`config.mk`:
```
export PLATFORM = sky130hd
export DESIGN_NAME = mdu_issue_ctrl
export DESIGN_NICKNAME = d
export VERILOG_FILES = /design/src/rtl/mdu_issue_ctrl.sv
export SDC_FILE = /design/constraint.sdc
export NUM_CORES = 1
export LEC_CHECK = 0
export BUFFER_PORTS_ARGS = -buffer_cell sky130_fd_sc_hd__buf_2
export CORE_AREA = 2 2 162 164
export DETAILED_ROUTE_END_ITERATION = 7
export DIE_AREA = 0 0 164 166
export PLACE_DENSITY = 0.76
export SYNTH_ARGS = -nofsm -noshare
export SYNTH_HDL_FRONTEND = slang
export SYNTH_SLANG_ARGS = --single-unit
```
`constraint.sdc`:
```
create_clock -name clk -period 4.25 [get_ports clk]
set_clock_uncertainty 0.2 [all_clocks]
set_input_delay 0.85 -clock clk [delete_from_list [all_inputs] [get_ports clk]]
set_output_delay 0.85 -clock clk [all_outputs]
set_load 0.01 [all_outputs]
```
`src/rtl/mdu_issue_ctrl.sv`:
```
// Execute-stage front end for the multi-cycle mul/div unit: captures one op, resolves
// divide corner cases locally, otherwise issues to the unit and holds the result for EX/MEM.
module mdu_issue_ctrl #(
  parameter int XLEN     = 64,
  parameter int RD_W     = 5,
  parameter int WAIT_MAX = 127
) (
  input  logic            clk,
  input  logic            reset,
  input  logic            flush,
  input  logic            in_valid,
  output logic            in_ready,
  input  logic [3:0]      in_type,
  input  logic [XLEN-1:0] in_a,
  input  logic [XLEN-1:0] in_b,
  input  logic [RD_W-1:0] in_rd,
  output logic            mdu_valid,
  output logic [3:0]      mdu_type,
  output logic [XLEN-1:0] mdu_a,
  output logic [XLEN-1:0] mdu_b,
  output logic            mdu_flush,
  input  logic [XLEN-1:0] mdu_c,
  input  logic            mdu_ok,
  output logic            out_valid,
  input  logic            out_ready,
  output logic [XLEN-1:0] out_data,
  output logic [RD_W-1:0] out_rd,
  output logic            stall_req,
  output logic            wd_err
);

  localparam logic [3:0] OP_MUL   = 4'd0;
  localparam logic [3:0] OP_MULW  = 4'd1;
  localparam logic [3:0] OP_DIV   = 4'd2;
  localparam logic [3:0] OP_DIVU  = 4'd3;
  localparam logic [3:0] OP_REM   = 4'd4;
  localparam logic [3:0] OP_REMU  = 4'd5;
  localparam logic [3:0] OP_DIVW  = 4'd6;
  localparam logic [3:0] OP_DIVUW = 4'd7;
  localparam logic [3:0] OP_REMW  = 4'd8;
  localparam logic [3:0] OP_REMUW = 4'd9;

  localparam int WD_W = $clog2(WAIT_MAX + 1);

  typedef enum logic [1:0] {
    S_IDLE  = 2'd0,
    S_ISSUE = 2'd1,
    S_WAIT  = 2'd2,
    S_HOLD  = 2'd3
  } state_t;

  state_t            state_q, state_d;
  logic [XLEN-1:0]   a_q, a_d;
  logic [XLEN-1:0]   b_q, b_d;
  logic [3:0]        type_q, type_d;
  logic [RD_W-1:0]   rd_q, rd_d;
  logic [XLEN-1:0]   res_q, res_d;
  logic [WD_W-1:0]   wd_cnt_q, wd_cnt_d;

  logic              special;
  logic [XLEN-1:0]   special_res;
  logic [31:0]       a32;
  logic [31:0]       b32;
  logic              b_zero64;
  logic              b_zero32;
  logic              ovf64;
  logic              ovf32;
  logic              handshake;

  function automatic logic [XLEN-1:0] sext32(input logic [31:0] v);
    return {{(XLEN-32){v[31]}}, v};
  endfunction

  function automatic logic is_word(input logic [3:0] t);
    return (t == OP_MULW) || (t == OP_DIVW) || (t == OP_DIVUW) ||
           (t == OP_REMW) || (t == OP_REMUW);
  endfunction

  // Divide-by-zero and signed-overflow results, computed straight from the ID/EX operands.
  always_comb begin
    special     = 1'b0;
    special_res = '0;
    a32         = in_a[31:0];
    b32         = in_b[31:0];
    b_zero64    = (in_b == '0);
    b_zero32    = (b32 == 32'h0000_0000);
    ovf64       = (in_a == {1'b1, {(XLEN-1){1'b0}}}) && (in_b == '1);
    ovf32       = (a32 == 32'h8000_0000) && (b32 == 32'hFFFF_FFFF);
    case (in_type)
      OP_DIV: begin
        if (b_zero64) begin
          special     = 1'b1;
          special_res = '1;
        end else if (ovf64) begin
          special     = 1'b1;
          special_res = in_a;
        end
      end
      OP_DIVU: begin
        if (b_zero64) begin
          special     = 1'b1;
          special_res = '1;
        end
      end
      OP_REM: begin
        if (b_zero64) begin
          special     = 1'b1;
          special_res = in_a;
        end else if (ovf64) begin
          special     = 1'b1;
          special_res = '0;
        end
      end
      OP_REMU: begin
        if (b_zero64) begin
          special     = 1'b1;
          special_res = in_a;
        end
      end
      OP_DIVW: begin
        if (b_zero32) begin
          special     = 1'b1;
          special_res = '1;
        end else if (ovf32) begin
          special     = 1'b1;
          special_res = sext32(32'h8000_0000);
        end
      end
      OP_DIVUW: begin
        if (b_zero32) begin
          special     = 1'b1;
          special_res = '1;
        end
      end
      OP_REMW: begin
        if (b_zero32) begin
          special     = 1'b1;
          special_res = sext32(a32);
        end else if (ovf32) begin
          special     = 1'b1;
          special_res = '0;
        end
      end
      OP_REMUW: begin
        if (b_zero32) begin
          special     = 1'b1;
          special_res = sext32(a32);
        end
      end
      default: begin
        special     = 1'b0;
        special_res = '0;
      end
    endcase
  end

  always_comb begin
    state_d   = state_q;
    a_d       = a_q;
    b_d       = b_q;
    type_d    = type_q;
    rd_d      = rd_q;
    res_d     = res_q;
    wd_cnt_d  = wd_cnt_q;
    in_ready  = (state_q == S_IDLE) && !flush;
    mdu_valid = 1'b0;
    wd_err    = 1'b0;
    mdu_flush = flush;
    handshake = (state_q == S_HOLD) && out_ready;

    // flush wins over every other event, including an accept or a completing handshake.
    if (flush) begin
      state_d = S_IDLE;
    end else begin
      unique case (state_q)
        S_IDLE: begin
          if (in_valid) begin
            a_d    = in_a;
            b_d    = in_b;
            type_d = in_type;
            rd_d   = in_rd;
            if (special) begin
              res_d   = special_res;
              state_d = S_HOLD;
            end else begin
              state_d = S_ISSUE;
            end
          end
        end
        S_ISSUE: begin
          mdu_valid = 1'b1;
          wd_cnt_d  = '0;
          state_d   = S_WAIT;
        end
        S_WAIT: begin
          if (mdu_ok) begin
            res_d   = is_word(type_q) ? sext32(mdu_c[31:0]) : mdu_c;
            state_d = S_HOLD;
          end else if (wd_cnt_q == WD_W'(WAIT_MAX)) begin
            wd_err    = 1'b1;
            mdu_flush = 1'b1;
            state_d   = S_IDLE;
          end else begin
            wd_cnt_d = wd_cnt_q + WD_W'(1);
          end
        end
        S_HOLD: begin
          if (out_ready) begin
            state_d = S_IDLE;
          end
        end
        default: begin
          state_d = S_IDLE;
        end
      endcase
    end
  end

  always_ff @(posedge clk) begin
    if (reset) begin
      state_q  <= S_IDLE;
      a_q      <= '0;
      b_q      <= '0;
      type_q   <= '0;
      rd_q     <= '0;
      res_q    <= '0;
      wd_cnt_q <= '0;
    end else begin
      state_q  <= state_d;
      a_q      <= a_d;
      b_q      <= b_d;
      type_q   <= type_d;
      rd_q     <= rd_d;
      res_q    <= res_d;
      wd_cnt_q <= wd_cnt_d;
    end
  end

  assign mdu_type  = type_q;
  assign mdu_a     = a_q;
  assign mdu_b     = b_q;
  assign out_valid = (state_q == S_HOLD);
  assign out_data  = res_q;
  assign out_rd    = rd_q;
  // Stall drops in the handshake cycle so the upstream op can advance alongside the result.
  assign stall_req = ((state_q != S_IDLE) && !handshake) || (in_valid && !in_ready);

endmodule

```
Yosys cells after proc, flatten, opt, wreduce, memory -nomap -nowiden
Cells that the tools add are included.

$add $sub $neg: 1. Bitwise logic cells: 1. Muxes and demuxes: 37. Reductions and logical operators: 31. Eq/ne operators: 28.

Operators by type and width (count): $mux 64 (12); $pmux 64 s6 (1); $eq 64x64->1 const B (2); $pmux 64 s2 (1); $eq 32x32->1 const B (2); $logic_not 64->1 (1); $logic_not 32->1 (1); $eq 4x3->1 const B (6); $eq 4x4->1 const B (4); $mux 7 (2); $pmux 7 s2 (1); $reduce_or 2->1 (7); $mux 1 (13); $mux 2 (5); $ne 2x2->1 const B (5); $eq 4x2->1 const B (2); $pmux 2 s4 (1); $add 7x1->7 const B (1); $eq 7x7->1 const B (1); $logic_and 1x1->1 (6); $reduce_and 3->1 (2); $reduce_bool 2->1 (3); $logic_or 1x1->1 (5); $reduce_and 5->1 (1); 10 further kinds (13).

Bits of input ports: 207. Bits in registers: 210. Word-level logic and storage cells: 105.

Logic depth before layout (Yosys ltp)
Gate-level depths: netlist of run 1.

Word-level depth: 8. Depth in mapped cells: 10.

Worst setup path before layout of run 1
OpenSTA, ideal clock, no wires.

Path type: input -> register. Start point: input in_a[25]. End point: register res_q[33], in the netlist out_data[33]. Stages on the path: 8. Library setup time: 0.119 ns. Slack: 0.840 ns. Data required time: 3.931 ns. Path buffers: 1. Arrival: 3.092 ns. Cells stage by stage: or4_1 > or4_1 > nor4_4 > a22oi_2 > o221ai_2 > o211ai_2 > buf_6 > o221a_2.

Cells in the longest elaborated chain, start to end: 8.

Ends and longest elaborated chain: start: declaration (RTL line 14) `input logic [XLEN-1:0] in_a,`; $eq 64x64->1 or $eq 32x32->1 (tied branches) (RTL line 87, 88); $logic_and 1x1->1, on equally long branches (RTL line 87, 88); $mux 64, on equally long branches (RTL line 94, 124); $mux 64, on equally long branches (RTL line 91, 121); $pmux 64 s6 (RTL line 89) `case (in_type)`; $mux 64 (RTL line 182) `if (special) begin`; $mux 64 (RTL line 177) `if (in_valid) begin`; $pmux 64 s2 (RTL line 175) `unique case (state_q)`; end signal: assignment (RTL line 234) `res_q <= res_d;`; end: declaration (RTL line 57) `logic [XLEN-1:0] res_q, res_d;`.

Parallel ways exist; a longest one is shown, timed or not. The select of a mux whose other input is x is not followed. A chain may end at the register's enable or synchronous reset.

Final worst setup path of run 1
Start point: input in_a[25]. End point: register res_q[17], in the netlist out_data[17].

Cells in the longest elaborated chain, start to end: 8.

Ends and longest elaborated chain: $eq 64x64->1 (RTL line 87) `ovf64 = (in_a == {1'b1, {(XLEN-1){1'b0}}}) && (in_b == '1);`; $logic_and 1x1->1 (RTL line 87); $mux 64 (RTL line 94) `end else if (ovf64) begin`; $mux 64 (RTL line 91) `if (b_zero64) begin`; $pmux 64 s6 (RTL line 89); $mux 64 (RTL line 182); $mux 64 (RTL line 177); $pmux 64 s2 (RTL line 175).

Parallel ways exist; a longest one is shown, timed or not. The select of a mux whose other input is x is not followed.

==> insert_results.sql, run 1 <==
INSERT INTO impl_metrics (metric_group, metric, value, unit) VALUES
('finish', 'final-seq-area', '4200', 'um2'),
('worst_setup_path', 'critical_path_most_common_cell', 'sky130_fd_sc_hd__or4_1', ''),
('worst_setup_path', 'crit_path_top_delay_cell', 'sky130_fd_sc_hd__or4_1', ''),
('sta', 'unrepaired_setup_endpoints_after_global_routing', 'false', ''),
('floorplanning', 'floorplan.die.width', '164', 'um'),
('sta', 'min_period_over_period', '0.792', ''),
('route', 'post-route-drc-count', '0', ''),
('grt', 'grt_pass1_wl', '58900', 'um'),
('clock_network', 'cts_tree', 'built', ''),
('logic_synthesis', 'syn_inst', '1173', ''),
('route', 'detailedRoute.firstPassIterationCount', '5', ''),
('pwr', 'power.share.sequential', '0.438', ''),
('logic_synthesis', 'synth_top_cells_by_area', 'sky130_fd_sc_hd__dfxtp_1, sky130_fd_sc_hd__nand2_1, sky130_fd_sc_hd__a21oi_1', ''),
('worst_setup_path', 'worst_setup_start_kind', 'primary input', ''),
('route', 'wl_per_cell', '20.8', 'um'),
('floorplanning', 'fp.coreArea', '25600', 'um2'),
('finish', 'layoutNonFillerInstCount', '1885', ''),
('sta', 'fin_crit', '3370', 'ps'),
('grt', 'grt.total_usage', '0.273', ''),
('sta', 'fmax', '297', 'MHz'),
('worst_setup_path', 'timing.setup.critical_path_class', 'in2reg', ''),
('grt', 'grt_max_degree', '84', ''),
('pwr', 'power.ir.vdd_worst', '319', 'uV'),
('clock_network', 'clock_latency', '510', 'ps'),
('clock_network', 'max-clock-path-buffers', '3', ''),
('clock_network', 'post-cts-setup-buffer-count', '0', ''),
('logic_synthesis', 'post-synth-top-area-fraction', '0.440', ''),
('finish', 'area_delta_synth_final', '32.3', '%'),
('placed_design', 'placedCellCount', '1841', ''),
('finish', 'num-nets-final', '1741', ''),
('grt', 'antenna_found_initial', '4', ''),
('clock_network', 'htree_levels', '1', ''),
('pwr', 'cellLeakagePower', '5.60', 'nW'),
('hold_path', 'min_path_type', 'reg2reg', ''),
('worst_setup_path', 'cp_data_arrival_time', '3560', 'ps'),
('route', 'detail-route-antenna-nets', '0', ''),
('status', 'run_status', 'finished clean', ''),
('logic_synthesis', 'ys_dominant_reg_cell', 'sky130_fd_sc_hd__dfxtp_1', ''),
('route', 'total_wire_length', '39300', 'um'),
('placed_design', 'dpl.hpwl', '28500', 'um'),
('worst_setup_path', 'cp_cell_sequence', 'buf_2 > or4_1 > or4_1 > nor4_4 > nand3_1 > o221ai_4 > or2_2 > buf_4 > a21oi_1', ''),
('finish', 'filler_cell_count', '2475', ''),
('floorplanning', 'top_level_ports', '414', ''),
('floorplanning', 'initial_util', '0.373', ''),
('logic_synthesis', 'mappedNetlistNets', '1381', ''),
('sta', 'timing_max_transition_violations_final', '0', ''),
('clock_network', 'clk_pin_slew_worst_paths', '60', 'ps'),
('sta', 'worst_slew_margin_rel', '0.340', ''),
('pwr', 'internal_power', '3.47', 'mW'),
('pwr', 'power.share.switching', '0.266', ''),
('floorplanning', 'placement_rows', '59', ''),
('sta', 'final-hold-violation-count', '0', ''),
('floorplanning', 'die-area', '27200', 'um2'),
('finish', 'multiInputGateArea', '4870', 'um2'),
('logic_synthesis', 'synth-seq-area-share', '0.440', ''),
('worst_setup_path', 'cp_slowest_stage_delay', '590', 'ps'),
('clock_network', 'cts-buffers-inserted', '25', ''),
('logic_synthesis', 'synth-edff-count', '0', ''),
('worst_setup_path', 'cp-end-kind', 'register', ''),
('worst_setup_path', 'critPathMaxFanout', '14', ''),
('logic_synthesis', 'synth.ff_latch_count', '210', ''),
('clock_network', 'cts_resized', '0', ''),
('run', 'drv_cap', '0', ''),
('placed_design', 'place.port_buffers', '413', ''),
('sta', 'worst_pin_slew', '988', 'ps'),
('clock_network', 'clock_sink_count', '210', ''),
('route', 'via_per_inst', '5.82', ''),
('pwr', 'pwr-share-comb', '0.122', ''),
('sta', 'setup-tns-final', '0', 'ps'),
('worst_setup_path', 'worst_ep_required', '4450', 'ps'),
('pwr', 'power-per-cell-area', '374', 'nW/um2');
-- through the flow --
| stage | utilization | cell area (um2) | total power [mW] | setup WS (ps) |
|---|---|---|---|---|
| 2_1_floorplan | - | 9560 | 2.37 | 840 |
| 3_5_place_dp | 0.463 | 11900 | 2.68 | 329 |
| 3_3_place_gp | 0.463 | 11900 | 2.67 | 445 |
| 5_1_grt | 0.494 | 12600 | 4.91 | 723 |
| 6_report | 0.494 | 12700 | 4.73 | 884 |
| 4_1_cts | 0.494 | 12600 | 4.76 | 861 |
-- Yosys cell counts (all sizes together), types with 3 or more instances --
cell    instances
buf            21
a221oi         32
nand3           7
nand4          38
o21ai           6
nand2b          3
or3             3
or4             7
a21o           32
o211ai          3
clkbuf         82
nor2b           5
inv             8
nor4b           4
nor2           21
o221a          32
nand2         295
o311ai         31
xor2            3
dfxtp         210
and4b           4
nor4           48
nor3            5
a211oi         31
a21oi         204
-- cells in the final DEF, fill, tap and decap left out, drive strengths merged, types with 7 or more instances in the layout --
cell type / netlist / layout
buf: 21 / 438
nand2: 295 / 295
dfxtp: 210 / 210
a21oi: 204 / 204
nor4: 48 / 48
nand4: 38 / 38
clkbuf: 82 / 35
a21o: 32 / 32
a221oi: 32 / 32
o221a: 32 / 32
o311ai: 31 / 31
a211oi: 31 / 31
nor2: 21 / 21
inv: 8 / 9
nand3: 7 / 7
or4: 7 / 7
-- per-layer routing --
| layer | share of wire | track usage | wire length, um | vias up |
|---|---|---|---|---|
| met3 | 0.093 | 0.0572 | 3630 | 102 |
| met2 | 0.48 | 0.467 | 18900 | 665 |
| met5 | 0.00097 | 0 | 38 | - |
| met4 | 0.040 | 0.103 | 1570 | 6 |
| met1 | 0.38 | 0.335 | 15100 | 5139 |
| li1 | - | - | - | 5056 |
-- cell families (layout without fill, tap and decap cells) --
kind of cell               count (synthesis)  in the layout  synth area share
adders and majority gates                  1              1           0.00131
AOI/OAI and AO/OA                        384            384             0.271
other                                      0              1                 0
buffers and inverters                    113            489            0.0552
and+or+nand+nor                          458            458             0.226
DFF                                      210            210             0.440
xor gates and xnor gates                   5              5           0.00458
muxes                                      2              2           0.00209
-- cell type report --
cell class | instances | share of cell area
Clock buffer | 35 | 0.0564
Inverter | 8 | 0.00237
Clock inverter | 8 | 0.00643
Tap cell | 335 | 0.0331
Antenna cell | 1 | 0.000198
Timing Repair Buffer | 438 | 0.184
Multi-Input combinational cell | 850 | 0.385
Sequential cell | 210 | 0.332
-- sequential cells by signal, indices dropped and copies added (netlist names) --
signal and cells:
state_q 2, mdu_type 4, mdu_b 64, out_rd 5
out_data 64, wd_cnt_q 7, mdu_a 64
-- path summary, 6_finish.rpt --
kind	start	endpoint	slack, ps	cells past startpoint
hold reg to reg	mdu_b[51]$_SDFFE_PP0P_	mdu_b[51]$_SDFFE_PP0P_	250	2
hold / removal	mdu_b[51]$_SDFFE_PP0P_	mdu_b[51]$_SDFFE_PP0P_	250	2
setup reg to reg	state_q[0]$_SDFFE_PP0P_	out_data[17]$_SDFFE_PP0P_	1100	8
setup / recovery	in_a[25]	out_data[17]$_SDFFE_PP0P_	880	9
-- power by group through the flow --
stage	Clock [mW]	Combinational, mW	Sequential (mW)
3_5_place_dp	0	0.568	2.11
6_report	2.08	0.577	2.07
3_3_place_gp	0	0.561	2.11
4_1_cts	2.11	0.570	2.07
5_1_grt	2.20	0.622	2.08
2_1_floorplan	0	0.221	2.15
-- worst max-delay path: cells and delay by family --
| family | cells | cell delay (ps) |
|---|---|---|
| buffers and inverters | 2 | 410 |
| and+or+nand+nor | 5 | 1970 |
| AOI/OAI and AO/OA | 2 | 330 |
(Power assumes the default switching activity.)
==> run 2: changes to the inputs <==
PLACE_DENSITY = 0.78   (was 0.76)
clock period = 2.75 ns   (was 4.25 ns; I/O delays follow)
==> insert_results.sql, run 2 (synthesis gave the netlist of run 1 again) <==
INSERT INTO impl_metrics (metric_group, metric, value, unit) VALUES
('status', 'run_status', 'finished with violations', ''),
('status', 'failed_checks', 'negative setup slack', ''),
('clock_network', 'clk_pin_slew_worst_paths', '60', 'ps'),
('floorplanning', 'floorplan.die.height', '166', 'um'),
('pwr', 'power-per-cell-area', '511', 'nW/um2'),
('route', 'via_per_inst', '5.75', ''),
('sta', 'setup_viol', '55', ''),
('placed_design', 'globalplace.congestion', '0.913', ''),
('clock_network', 'htree_levels', '1', ''),
('placed_design', 'placed_area', '12900', 'um2'),
('finish', 'mostFrequentLayoutCells', 'sky130_fd_sc_hd__buf_2, sky130_fd_sc_hd__nand2_1, sky130_fd_sc_hd__dfxtp_1', ''),
('finish', 'layout-drive-gt1-share', '0.398', ''),
('run', 'drv_cap', '0', ''),
('sta', 'final-hold-violation-count', '0', ''),
('grt', 'grt_pass1_wl', '61800', 'um'),
('floorplanning', 'die-area', '27200', 'um2'),
('floorplanning', 'fp.coreArea', '25600', 'um2'),
('sta', 'worst_pin_slew', '1230', 'ps'),
('worst_setup_path', 'worst-path-buf-inv', '3', ''),
('sta', 'unrepaired_setup_endpoints_after_global_routing', 'true', ''),
('clock_network', 'clock_latency', '510', 'ps'),
('pwr', 'power.ir.vdd_worst', '411', 'uV'),
('route', 'detail-route-antenna-nets', '0', ''),
('route', 'total_wire_length', '41600', 'um'),
('grt', 'first_global_vias', '11123', ''),
('worst_setup_path', 'worst_ep_required', '3010', 'ps'),
('worst_setup_path', 'cp-end-kind', 'register', ''),
('worst_setup_path', 'top_cell_family_by_delay_on_the_critical_path', 'simple AND/OR/NAND/NOR gates', ''),
('clock_network', 'clock_sink_count', '210', ''),
('route', 'detailedRoute.firstPassIterationCount', '5', ''),
('finish', 'num-nets-final', '1877', ''),
('clock_network', 'cts_tree', 'built', ''),
('route', 'post-route-drc-count', '0', ''),
('clock_network', 'cts-buffers-inserted', '23', ''),
('clock_network', 'max-clock-path-buffers', '3', ''),
('sta', 'worst_slew_margin_rel', '0.176', ''),
('placed_design', 'dpl.hpwl', '29600', 'um'),
('route', 'wl_per_cell', '20.6', 'um'),
('worst_setup_path', 'cp_data_arrival_time', '3220', 'ps'),
('sta', 'min_period_over_period', '1.08', ''),
('grt', 'antenna_found_initial', '4', ''),
('sta', 'fin_crit', '2960', 'ps'),
('route', 'dr.first_iter.drc_count', '1195', ''),
('worst_setup_path', 'worst_setup_start_kind', 'primary input', ''),
('sta', 'timing_max_transition_violations_final', '0', ''),
('worst_setup_path', 'cp_cell_sequence', 'buf_6 > or4bb_1 > or4_4 > nor4_4 > buf_4 > nand2_1 > or3_4 > o211ai_4 > clkbuf_16 > o221a_1', ''),
('grt', 'grt.total_usage', '0.286', ''),
('placed_design', 'place.port_buffers', '413', ''),
('worst_setup_path', 'crit_path_top_delay_cell', 'sky130_fd_sc_hd__or4bb_1', ''),
('worst_setup_path', 'critPathMaxFanout', '8', ''),
('grt', 'grt_max_degree', '104', ''),
('grt', 'grt_overflow', '0', ''),
('pwr', 'cellLeakagePower', '6.37', 'nW'),
('worst_setup_path', 'timing.setup.critical_path_class', 'in2reg', ''),
('finish', 'area_delta_synth_final', '47.0', '%'),
('sta', 'worst_slack', '-210', 'ps'),
('worst_setup_path', 'cp_slowest_stage_delay', '500', 'ps'),
('floorplanning', 'initial_util', '0.373', ''),
('finish', 'layout_commonest_cell', 'sky130_fd_sc_hd__buf_2', ''),
('sta', 'setup-tns-final', '-7920', 'ps'),
('sta', 'finalHoldWorstSlack', '72.2', 'ps'),
('clock_network', 'cts_root_buffer', 'sky130_fd_sc_hd__clkbuf_16', ''),
('floorplanning', 'floorplan.die.width', '164', 'um'),
('route', 'detailroute.via_count', '11622', ''),
('clock_network', 'hold_buffers', '0', ''),
('hold_path', 'min_path_type', 'in2reg', ''),
('finish', 'finalInstanceArea', '14100', 'um2'),
('finish', 'filler_cell_count', '2315', ''),
('sta', 'fmax', '338', 'MHz'),
('floorplanning', 'top_level_ports', '414', ''),
('floorplanning', 'placement_rows', '59', '');
[run 2: cell count changes in the layout (fill, tap and decap cells not counted), sizes merged]
cell	previous run	this run
buf	438	572
clkinv	4	9
clkinvlp	2	0
diode	1	2
inv	9	8
[run 2: path summary, 6_finish.rpt]
path                                start                   endpoint  slack (ps)  cells past startpoint
hold reg to reg    mdu_b[22]$_SDFFE_PP0P_     mdu_b[22]$_SDFFE_PP0P_         250                      2
setup / recovery                  in_a[7]  out_data[45]$_SDFFE_PP0P_        -210                     10
setup reg to reg  state_q[0]$_SDFFE_PP0P_  out_data[23]$_SDFFE_PP0P_         160                      5
hold / removal                   in_rd[1]     out_rd[1]$_SDFFE_PP0P_          70                      3
[run 2: where the power goes]
group | total [mW] | leakage [nW] | switching, mW | internal (mW)
logic | 1.04 | 4.32 | 0.613 | 0.428
clock network | 2.93 | 0.348 | 1.27 | 1.66
registers | 3.21 | 1.71 | 0.0579 | 3.15
[run 2: routing by layer]
metal  vias up  track usage  wire [um]
met5         -            0         25
met4         4        0.125       1850
met3       120       0.0559       3660
met2       678        0.502      20400
met1      5482        0.334      15700
li1       5338            -          -
[run 2: layout make-up]
class | count | area, um2 | share of cell area
clock buffer | 31 | 616 | 0.0438
antenna | 2 | 5.00 | 0.000356
inverter | 8 | 30.0 | 0.00214
clock inverter | 10 | 75.1 | 0.00534
timing repair buffer | 576 | 3560 | 0.253
tap | 335 | 419 | 0.0298
sequential | 210 | 4200 | 0.299
multi-input combinational | 850 | 5150 | 0.366
[run 2: worst register-to-register path: cells and delay by family, from the launching register on]
family                 cells  cell delay [ps]
flip-flops                 1              370
buffers and inverters      1              290
AND/OR/NAND/NOR            2             1210
AO/OA/AOI/OAI              2              450
[run 2: per-stage QoR]
stage	power [mW]	instances	setup WS, ps	utilization
2_1_floorplan	3.66	1173	-228	-
3_3_place_gp	4.26	1965	-609	0.503
3_5_place_dp	4.28	1965	-660	0.503
4_1_cts	7.20	2012	-114	0.539
5_1_grt	7.43	2021	-209	0.549
6_report	7.18	2022	-210	0.549
[run 2: repair_timing]
| item | 4_1_cts | 5_1_grt |
|---|---|---|
| pin swaps | 16 | 23 |
| gates resized for setup | 24 | 26 |
| setup endpoints to repair | 64 | 64 |
| cloned | 2 | 5 |
| buffers inserted | 4 | 4 |
